### src/rtl/prog_mem.sv
// Program memory (16 x 8) for the 4-bit CPU with a valid/ready byte-stream loader.
// Optional checksum byte and error state are enabled by defining PROG_MEM_CKSUM_EN.
module prog_mem (
  input  logic       clk,
  input  logic       n_reset,
  input  logic [3:0] address,
  output logic [7:0] instr,
  input  logic       load_start,
  input  logic [7:0] load_data,
  input  logic       load_valid,
  output logic       load_ready,
  output logic [3:0] load_addr,
  output logic       load_busy,
  output logic       load_error,
  output logic       cpu_n_reset
);

`ifdef PROG_MEM_CKSUM_EN
  typedef enum logic [1:0] {
    StRun   = 2'd0,
    StLoad  = 2'd1,
    StCksum = 2'd2,
    StError = 2'd3
  } state_e;
`else
  typedef enum logic [1:0] {
    StRun  = 2'd0,
    StLoad = 2'd1
  } state_e;
`endif

  state_e     state_q, state_d;
  logic [7:0] mem_q [16];
  logic [3:0] addr_q, addr_d;
  logic       cpu_n_reset_q;
  logic       accept;
  logic       wr_en;

`ifdef PROG_MEM_CKSUM_EN
  logic [7:0] sum_q, sum_d;
  logic [7:0] cksum_total;
  logic       err_q, err_d;

  assign cksum_total = sum_q + load_data;
`endif

  assign instr     = mem_q[address];
  assign load_addr = addr_q;
  assign load_busy = (state_q != StRun);
  assign accept    = load_valid && load_ready;

`ifdef PROG_MEM_CKSUM_EN
  assign load_ready = (state_q == StLoad) || (state_q == StCksum);
  assign load_error = err_q;
`else
  assign load_ready = (state_q == StLoad);
  assign load_error = 1'b0;
`endif

  assign cpu_n_reset = cpu_n_reset_q;

  always_comb begin
    state_d = state_q;
    addr_d  = addr_q;
    wr_en   = 1'b0;
`ifdef PROG_MEM_CKSUM_EN
    sum_d   = sum_q;
    err_d   = err_q;
`endif
    unique case (state_q)
      StRun: begin
        // load_valid is ignored here, even together with load_start
        if (load_start) begin
          state_d = StLoad;
          addr_d  = 4'd0;
`ifdef PROG_MEM_CKSUM_EN
          sum_d   = 8'h00;
`endif
        end
      end
      StLoad: begin
        if (accept) begin
          wr_en  = 1'b1;
          addr_d = addr_q + 4'd1;
`ifdef PROG_MEM_CKSUM_EN
          sum_d  = cksum_total;
          if (addr_q == 4'd15) state_d = StCksum;
`else
          if (addr_q == 4'd15) state_d = StRun;
`endif
        end
      end
`ifdef PROG_MEM_CKSUM_EN
      StCksum: begin
        if (accept) begin
          if (cksum_total == 8'h00) begin
            state_d = StRun;
          end else begin
            state_d = StError;
            err_d   = 1'b1;
          end
        end
      end
      StError: begin
        if (load_start) begin
          state_d = StLoad;
          addr_d  = 4'd0;
          sum_d   = 8'h00;
          err_d   = 1'b0;
        end
      end
`endif
      default: state_d = StRun;
    endcase
  end

  always_ff @(posedge clk) begin
    if (!n_reset) begin
      state_q       <= StRun;
      addr_q        <= 4'd0;
      cpu_n_reset_q <= 1'b0;
    end else begin
      state_q       <= state_d;
      addr_q        <= addr_d;
      // Registered so the CPU sees a clean, glitch-free reset.
      cpu_n_reset_q <= (state_d == StRun);
    end
  end

`ifdef PROG_MEM_CKSUM_EN
  always_ff @(posedge clk) begin
    if (!n_reset) begin
      sum_q <= 8'h00;
      err_q <= 1'b0;
    end else begin
      sum_q <= sum_d;
      err_q <= err_d;
    end
  end
`endif

  always_ff @(posedge clk) begin
    if (!n_reset) begin
      for (int i = 0; i < 16; i++) mem_q[i] <= 8'h00;
    end else if (wr_en) begin
      mem_q[addr_q] <= load_data;
    end
  end

endmodule

### config.mk
export PLATFORM = sky130hd
export DESIGN_NAME = prog_mem
export DESIGN_NICKNAME = d
export VERILOG_FILES = /design/src/rtl/prog_mem.sv
export SDC_FILE = /design/constraint.sdc
export NUM_CORES = 1
export LEC_CHECK = 0
export BUFFER_PORTS_ARGS = -buffer_cell sky130_fd_sc_hd__clkbuf_2
export CORE_UTILIZATION = 55
export DETAILED_ROUTE_END_ITERATION = 16
export PLACE_DENSITY = 0.78
export RECOVER_POWER = 25
export SETUP_SLACK_MARGIN = 0.1
export SYNTH_ARGS = -nofsm -noshare
export SYNTH_HDL_FRONTEND = slang
export SYNTH_SLANG_ARGS = --single-unit
### constraint.sdc
create_clock -name clk -period 2.1 [get_ports clk]
set_input_delay 0.105 -clock clk [delete_from_list [all_inputs] [get_ports clk]]
set_output_delay 0.105 -clock clk [all_outputs]
set_load 0.05 [all_outputs]
==> results of run 1 <==
## worst max-delay path: cells and delay by family, from the launching register on
kind,cells,cell delay [ns]
simple gates,1,0.10
mux,1,0.53
flops,1,0.39
buf+inv,1,0.16
compound gates,1,0.24
## per-stage QoR
| stage | cells | hold slack (ns) | util | setup WS [ns] |
|---|---|---|---|---|
| after floorplan | 448 | 0.290 | - | -0.0180 |
| after global placement | 616 | 0.428 | 0.600 | 0.330 |
| after detailed placement | 616 | 0.449 | 0.600 | 0.329 |
| after CTS | 650 | 0.0179 | 0.662 | 0.0327 |
| after global routing | 650 | 0.0526 | 0.661 | -0.0105 |
| final | 650 | 0.0411 | 0.661 | 0.0436 |
## cells by family after synthesis
group,after synthesis
buffers and inverters,37
muxes,34
and+or+nand+nor,195
adders and majority gates,4
other,1
DFF,135
xor gates and xnor gates,1
AOI/OAI and AO/OA,40
## area by class of cell
cell class / count / area [um^2] / area share
well taps: 140 / 175 / 0.0245
inverters: 4 / 15.0 / 0.00210
multi-input cells: 276 / 1940 / 0.271
flip-flops and latches: 135 / 3980 / 0.556
repair buffers: 63 / 487 / 0.0680
clock buffers: 21 / 429 / 0.0599
clock inverters: 11 / 131 / 0.0183
## metal layers
metal / GRT usage / up-vias
li1: - / 1735
met1: 0.366 / 1925
met2: 0.452 / 298
met3: 0.0714 / 25
met4: 0.109 / 0
met5: 0 / -
## how the worst max path moves through the flow
| stage | endpoint | slack (ns) |
|---|---|---|
| after floorplan | mem_q[11][0] | -0.02 |
| after global placement | instr[2] | 0.33 |
| after detailed placement | instr[2] | 0.33 |
| after CTS | instr[6] | 0.03 |
| after global routing | instr[6] | -0.01 |
| final | instr[6] | 0.04 |
## cells in the mapped netlist, drive strengths merged (3+ instances only)
library cell and number:
inv 4, o21ai 18, buf 24, nand2 45, clkdlybuf4s25 3, clkbuf 6, dfxtp 7, edfxtp 128
a21oi 3, ha 4, a22oi 16, nor2 131, nor2b 4, mux4 32
## placed cells by master (no fill, tap or decap), types with 4 or more instances in the layout
master     count
o21ai_1       12
nor2b_1        4
dfxtp_1        7
clkbuf_1      14
buf_8          7
a22oi_2       14
mux4_2        28
nand2_1       41
buf_4         20
clkbuf_16     16
nand2_2        4
mux4_1         4
edfxtp_1     128
o21ai_0        6
inv_1          4
ha_1           4
nor2_1       131
clkbuf_2      20
## timing repair
action | 4_1_cts | 5_1_grt
hold endpoints to repair | 4 | 0
resized for setup | 33 | 18
hold buffers | 2 | 0
endpoints found under the setup margin | 8 | 8
pin swaps | 10 | 8
## registers in the layout, indices dropped and copies added (netlist names)
| signal | flops |
|---|---|
| cpu_n_reset | 1 |
| load_addr | 4 |
| state_q | 2 |
| mem_q | 128 |
## power groups by stage
stage / clock (mW) / sequential, mW / combinational, mW
after global placement: 0 / 3.10 / 0.442
after global routing: 2.99 / 3.06 / 0.544
after detailed placement: 0 / 3.11 / 0.450
after CTS: 2.87 / 3.06 / 0.501
final: 2.86 / 3.06 / 0.522
after floorplan: 0 / 3.10 / 0.293
==> flow_summary.json, run 1 <==
{
  "slowest_delay_ns": 0.53,
  "synth_edf_count": 128,
  "hold_end": "load_addr[1]",
  "synth_compound_gate_area_share": 0.0406,
  "drtAntennaViolNets": 0,
  "finalClockSkew_ns": 0.00752,
  "grt_use_total": 0.280,
  "power_mw": 6.44,
  "timing.fmax_mhz": 486,
  "ios": 32,
  "final_max_slew_viol_count": 0,
  "synth_flop_cell": "edfxtp_1",
  "clockPowerShare": 0.444,
  "synth_seq_cells": 135,
  "critPathLaunchType": "flip-flop",
  "synth_top_family_by_area": "simple AND/OR/NAND/NOR gates",
  "finalNetCount": 517,
  "max_slew_margin": 0.454,
  "clk_path_buf_depth": 2,
  "slowest_stage": "mux4_2",
  "crit_chain": "mux4_2, a22oi_2, nand2_2, buf_8",
  "cp_max_fo": 1,
  "first_pass_iters": 5,
  "antenna_found_initial": 0,
  "clock-root-buffer": "clkbuf_8",
  "clock-sinks": 135,
  "synthSimpleGateAreaFrac": 0.131,
  "fin_tns_setup_ns": 0,
  "die_height_um": 107,
  "layout-drive-gt1-share": 0.243,
  "min_period_ns": 2.06,
  "syn_avg_cell_area_um2": 13.6,
  "finalCritPeriodShare": 0.979,
  "postPlaceCellArea_mm2": 0.00650,
  "yosys.area.top_type": "edfxtp_1",
  "path_clk_slew_ns": 0.06,
  "rsz0062_at_grt": "yes",
  "internal_power_mw": 5.02,
  "row_count": 38,
  "start_util": 0.562,
  "initialDrtViolationCount": 620,
  "crit_start": "mem_q[15][6]",
  "ys_types": 35,
  "hpwl_mm": 9.29,
  "top_layer": "met4",
  "switching_power_mw": 1.41,
  "wl_mm": 14.7,
  "status": "finished, final reports clean",
  "hp-start": "n_reset",
  "hold_depth": 3,
  "grt_pass1_vias": 4021,
  "place_congestion": 0.792,
  "ir_drop_v": 0.000470,
  "drc": 0,
  "vias": 3983,
  "cts_buffers": 17,
  "wl_per_cell_um": 22.5,
  "wl_met3_mm": 1.61,
  "hold_viol": 0,
  "portBuffers": 30,
  "seq_power_share": 0.475,
  "cp.required_ns": 2.00,
  "die_w_um": 107,
  "htree_levels": 4,
  "synth_top_cell_area_share": 0.631,
  "worstPathArrival_ns": 1.95,
  "m1WireLength_mm": 5.35,
  "post_cts_buffers": 0,
  "hold_class": "in -> reg",
  "cts_tree": "built",
  "switching_share": 0.220,
  "synth_seq_area_share": 0.654,
  "r2r_slack_ns": 0.16,
  "synth_mux_area_frac": 0.130,
  "powerDensity_mw_per_mm2": 899,
  "r2r_cells": 4,
  "async_flop_share": 0,
  "grt_pass1_wl_mm": 22.6,
  "grt_max_degree": 33,
  "setup_violations": 0,
  "synthXorXnorAreaFrac": 0.00144,
  "viasPerCell": 6.13,
  "area_growth_pct": 17.5,
  "tightest_slew_ns": 0.816,
  "grt_remaining_overflow": 0,
  "fill_cells": 745,
  "final_area_mm2": 0.00716,
  "rr_endpoint": "mem_q[14][7]",
  "worst_r2r_startpoint": "state_q[0]",
  "synthCells": 447,
  "synthesis.area_mm2": 0.00610,
  "synthTopCellsByArea": "edfxtp_1 63%, nor2_1 8.1%, mux4_2 6.7%",
  "leakage_nw": 2.47,
  "core_area_mm2": 0.0108,
  "pwr-share-comb": 0.081,
  "crit_path_end_kind": "output port",
  "die-area_mm2": 0.0115,
  "routed-wl-met2_mm": 7.43,
  "synth_fa_ha_area_frac": 0.00821,
  "diodes": 0,
  "clk_latency_ns": 0.53,
  "path_class": "reg -> out",
  "max_cap_violations": 0,
  "yosysWarnings": 0
}
No activity file was read; power rests on OpenSTA's default activity.
==> run 2, diff against run 1 <==
CELL_PAD_IN_SITES_DETAIL_PLACEMENT = 1   (was not set)
CELL_PAD_IN_SITES_GLOBAL_PLACEMENT = 1   (was not set)
CORE_UTILIZATION = 46   (was 55)
==> run 2 against run 1 <==
- sequential power barely moved
- clock skew fell by 0.0010 ns
- largest power group unchanged
- sequential share of layout area fell by 0.37 points
==> flow_summary.json, run 2 (synthesized netlist as in run 1, its figures left out) <==
{
  "status": "finished, final reports clean",
  "leakage_nw": 2.52,
  "clk_latency_ns": 0.41,
  "min_period_ns": 1.97,
  "initialDrtViolationCount": 427,
  "finalCritPeriodShare": 0.939,
  "worstPathArrival_ns": 1.87,
  "fill_cells": 1234,
  "crit_start": "mem_q[2][0]",
  "drc": 0,
  "worst_r2r_startpoint": "state_q[1]",
  "hpwl_mm": 10.7,
  "post_cts_buffers": 0,
  "grt_pass1_vias": 4080,
  "mostFrequentLayoutCells": "131 x nor2_1, 128 x edfxtp_1, 40 x nand2_1",
  "vias": 3953,
  "antenna_found_initial": 0,
  "fin_tns_setup_ns": 0,
  "clock-sinks": 135,
  "start_util": 0.477,
  "path_clk_slew_ns": 0.06,
  "final_core_util": 0.564,
  "cp_max_fo": 1,
  "wl_mm": 16.3,
  "critPathLaunchType": "flip-flop",
  "max_cap_violations": 0,
  "diodes": 0,
  "row_count": 41,
  "die-area_mm2": 0.0137,
  "crit_path_end_kind": "output port",
  "tightest_slew_ns": 0.613,
  "seq_area_mm2": 0.00398,
  "grt_remaining_overflow": 0,
  "max_slew_margin": 0.593,
  "crit_end": "instr[0]",
  "viasPerCell": 5.77,
  "die_w_um": 117,
  "largest_reg_flops": 128,
  "ir_drop_v": 0.000553,
  "cts_buffers": 17,
  "setup_violations": 0,
  "finalClockSkew_ns": 0.00649,
  "timing.fmax_mhz": 507,
  "multi_input_area_mm2": 0.00195,
  "hold_viol": 0,
  "top_register": "mem_q",
  "rr_endpoint": "mem_q[11][1]",
  "die_height_um": 117,
  "path_class": "reg -> out",
  "htree_levels": 4,
  "ios": 32,
  "rsz0062_at_grt": "yes",
  "cts_tree": "built",
  "area_growth_pct": 18.3,
  "r2r_slack_ns": 0.21,
  "final_common_cell": "nor2_1",
  "portBuffers": 30,
  "finalNetCount": 521,
  "r2r_cells": 4,
  "layout-drive-gt1-share": 0.234,
  "clk_path_buf_depth": 2,
  "drtAntennaViolNets": 0,
  "place_congestion": 0.719,
  "grt_max_degree": 33,
  "core_area_mm2": 0.0128,
  "clock-root-buffer": "clkbuf_16",
  "grt_use_total": 0.264,
  "first_pass_iters": 5,
  "cp.required_ns": 2.00,
  "hold_class": "in -> reg",
  "grt_pass1_wl_mm": 24.8,
  "powerDensity_mw_per_mm2": 903,
  "wl_per_cell_um": 23.8,
  "final_max_slew_viol_count": 0
}
## run 2: report_power, final
| group | total [mW] | switching [mW] | internal, mW | leakage, nW |
|---|---|---|---|---|
| combinational | 0.491 | 0.311 | 0.180 | 0.869 |
| sequential | 3.06 | 0.0305 | 3.03 | 1.38 |
| clock | 2.96 | 1.11 | 1.85 | 0.277 |
## run 2: per-stage QoR
stage / total power, mW / cells / area, um^2 / worst slack [ns] / hold WS, ns
after floorplan: 3.39 / 448 / 6100 / -0.0180 / 0.290
after detailed placement: 3.57 / 654 / 6590 / 0.225 / 0.451
after global placement: 3.55 / 654 / 6590 / 0.259 / 0.431
after CTS: 6.53 / 685 / 7220 / 0.0702 / 0.0115
after global routing: 6.67 / 685 / 7210 / 0.0775 / 0.0340
final: 6.51 / 685 / 7210 / 0.127 / 0.0224
## run 2: timing repair
action                     CTS  global route
pin swaps                    0             2
setup endpoints to repair    8            14
gates resized for setup     15             9
hold buffers                 0             0
## run 2: cell type report
type / instances / share of cell area
clock buffer: 18 / 0.0595
tap: 172 / 0.0299
sequential: 135 / 0.553
inverter: 4 / 0.00208
multi-input combinational: 276 / 0.270
clock inverter: 13 / 0.0217
timing repair buffer: 67 / 0.0640
## run 2: routing by layer
metal / global-route usage / up-vias / part of all wire / routed length (um)
met5: 0 / - / 0 / 0
met4: 0.0928 / 0 / 0.020 / 333
met3: 0.0633 / 27 / 0.069 / 1130
met2: 0.439 / 171 / 0.50 / 8240
li1: - / 1748 / - / -
met1: 0.341 / 2007 / 0.41 / 6620
## run 2: critical path, stage by stage (launching register included)
cell and delay, ns:
edfxtp_1 0.41, mux4_2 0.49, a22oi_2 0.27, nand2_2 0.12, buf_8 0.16
## run 2: worst min path at each step
stage / depth (start not counted) / startpoint / endpoint
global placement: 3 / load_start / state_q[0]
floorplan: 2 / load_valid / load_addr[1]
CTS: 3 / load_start / state_q[0]
finish: 3 / load_start / state_q[0]
global route: 3 / load_start / state_q[0]
detailed placement: 3 / load_start / state_q[0]
==> run 3, diff against run 2 <==
--- a/config.mk
+++ b/config.mk
@@ -9,8 +9,9 @@
 export CELL_PAD_IN_SITES_DETAIL_PLACEMENT = 1
 export CELL_PAD_IN_SITES_GLOBAL_PLACEMENT = 1
-export CORE_UTILIZATION = 46
+export CORE_UTILIZATION = 48
+export CTS_BUF_LIST = sky130_fd_sc_hd__clkbuf_4
 export DETAILED_ROUTE_END_ITERATION = 16
-export PLACE_DENSITY = 0.78
-export RECOVER_POWER = 25
+export PLACE_DENSITY = 0.81
+export RECOVER_POWER = 100
 export SETUP_SLACK_MARGIN = 0.1
 export SYNTH_ARGS = -nofsm -noshare
==> constraint.sdc (replaced) <==
create_clock -name clk -period 2.1 [get_ports clk]
set_input_delay 0.315 -clock clk [delete_from_list [all_inputs] [get_ports clk]]
set_output_delay 0.315 -clock clk [all_outputs]
set_load 0.05 [all_outputs]
==> run 3 against run 2 <==
- the run now ends with negative setup slack left
- clock skew up 0.0092 ns
- sequential power about the same
- non-clock buffer count unchanged
- first-iteration DRC count up 15%
- sequential share of layout area up 1.9 points
- flip-flop and latch count unchanged
- clock power down 36%
- critical path type unchanged
==> flow_summary.json, run 3 (synthesized netlist as in run 1, its figures left out) <==
{
  "first_pass_iters": 4,
  "timing.fmax_mhz": 438,
  "rsz0062_at_grt": "yes",
  "clk_path_buf_depth": 2,
  "max_cap_violations": 0,
  "finalCritPeriodShare": 1.09,
  "clock-sinks": 135,
  "path_clk_slew_ns": 0.11,
  "crit_path_end_kind": "output port",
  "leakage_nw": 2.40,
  "grt_pass1_vias": 4189,
  "violations": "negative setup slack",
  "diodes": 0,
  "max_slew_margin": 0.314,
  "power_mw": 5.49,
  "crit_chain": "mux4_2, a22oi_2, nand2_2, buf_8",
  "final_max_slew_viol_count": 0,
  "layout-drive-gt1-share": 0.274,
  "start_util": 0.499,
  "cts_tree": "built",
  "seq_power_share": 0.556,
  "critPathLaunchType": "flip-flop",
  "slowest_stage": "mux4_2",
  "hpwl_mm": 10.7,
  "htree_levels": 4,
  "die-area_mm2": 0.0132,
  "row_count": 40,
  "setup_violations": 8,
  "grt_max_degree": 33,
  "switching_share": 0.240,
  "switching_power_mw": 1.32,
  "wl_mm": 16.6,
  "vias": 4037,
  "path_class": "reg -> out",
  "clock-root-buffer": "clkbuf_4",
  "area_growth_pct": 14.3,
  "die_w_um": 115,
  "slowest_delay_ns": 0.52,
  "die_height_um": 115,
  "whs_ns": 0.108,
  "place_congestion": 0.745,
  "status": "complete, but fails checks",
  "cts_buffers": 17,
  "portBuffers": 30,
  "largest_reg_flops": 128,
  "grt_use_total": 0.272,
  "mostFrequentLayoutCells": "131 x nor2_1, 128 x edfxtp_1, 40 x nand2_1",
  "drtAntennaViolNets": 0,
  "ctsHoldBuffers": 0,
  "antenna_found_initial": 0,
  "wl_per_cell_um": 24.4,
  "grt_pass1_wl_mm": 24.8,
  "clk_latency_ns": 0.54,
  "final_common_cell": "nor2_1",
  "worst_slack_ns": -0.182,
  "hold_viol": 0,
  "finalClockSkew_ns": 0.0157,
  "min_period_ns": 2.28,
  "cp.required_ns": 1.78,
  "finalNetCount": 521,
  "viasPerCell": 5.92,
  "drc": 0,
  "tightest_slew_ns": 1.03,
  "cp_max_fo": 1,
  "clockPowerShare": 0.347,
  "pwr-share-comb": 0.097,
  "top_register": "mem_q",
  "core_area_mm2": 0.0122,
  "grt_remaining_overflow": 0,
  "internal_power_mw": 4.17,
  "final_core_util": 0.571,
  "powerDensity_mw_per_mm2": 788,
  "hold_class": "in -> reg",
  "post_cts_buffers": 0,
  "initialDrtViolationCount": 492,
  "ios": 32,
  "worstPathArrival_ns": 1.97,
  "ir_drop_v": 0.000389
}
==> run 3: through the flow <==
stage               setup TNS [ns]  cell area, um^2  cells  setup WS (ns)
detailed placement          -0.876             6580    650         -0.150
floorplan                   -0.380             6100    448        -0.0180
global route                 -1.86             6970    682         -0.263
CTS                          -1.49             7000    682         -0.202
finish                       -1.22             6970    682         -0.182
global placement            -0.433             6580    650        -0.0910
==> run 3: what timing repair did <==
| action | in CTS | in global routing |
|---|---|---|
| endpoints found under the setup margin | 8 | 8 |
| pin swaps | 13 | 6 |
| gates resized for setup | 35 | 16 |
| gates cloned | 0 | 0 |
==> run 3: area by class of cell <==
class	count	area (um^2)
Fill cell	1269	5240
Inverter	4	15.0
Clock inverter	14	181
Multi-Input combinational cell	276	1940
Sequential cell	135	3980
Timing Repair Buffer	67	505
Clock buffer	18	135
Tap cell	168	210
==> run 3: power groups by stage <==
stage | Sequential (mW) | Combinational, mW | Clock [mW]
5_1_grt | 3.06 | 0.553 | 2.03
3_5_place_dp | 3.11 | 0.466 | 0
3_3_place_gp | 3.10 | 0.453 | 0
4_1_cts | 3.05 | 0.519 | 1.92
6_report | 3.06 | 0.532 | 1.90
2_1_floorplan | 3.10 | 0.293 | 0
==> run 3: worst max-delay path, delay by kind of cell (launching register included) <==
family,cells,cell delay [ns]
mux,1,0.52
flops,1,0.42
compound gates,1,0.23
buf+inv,1,0.16
simple gates,1,0.10
==> run 3: path summary, 6_finish.rpt <==
| kind | start | end | slack, ns | cells past startpoint |
|---|---|---|---|---|
| worst min register to register | load_addr[1] | load_addr[1] | 0.59 | 2 |
| worst max register to register | state_q[1] | mem_q[2][1] | 0.07 | 4 |
| worst min-delay path | load_start | state_q[0] | 0.11 | 3 |
| worst max-delay path | mem_q[15][7] | instr[7] | -0.18 | 4 |
==> run 3: layer usage <==
layer	part of all wire	vias to the layer above	global-route usage
met3	0.069	46	0.0609
met4	0.032	0	0.116
met1	0.39	2058	0.333
met5	0	-	0
li1	-	1744	-
met2	0.51	189	0.465
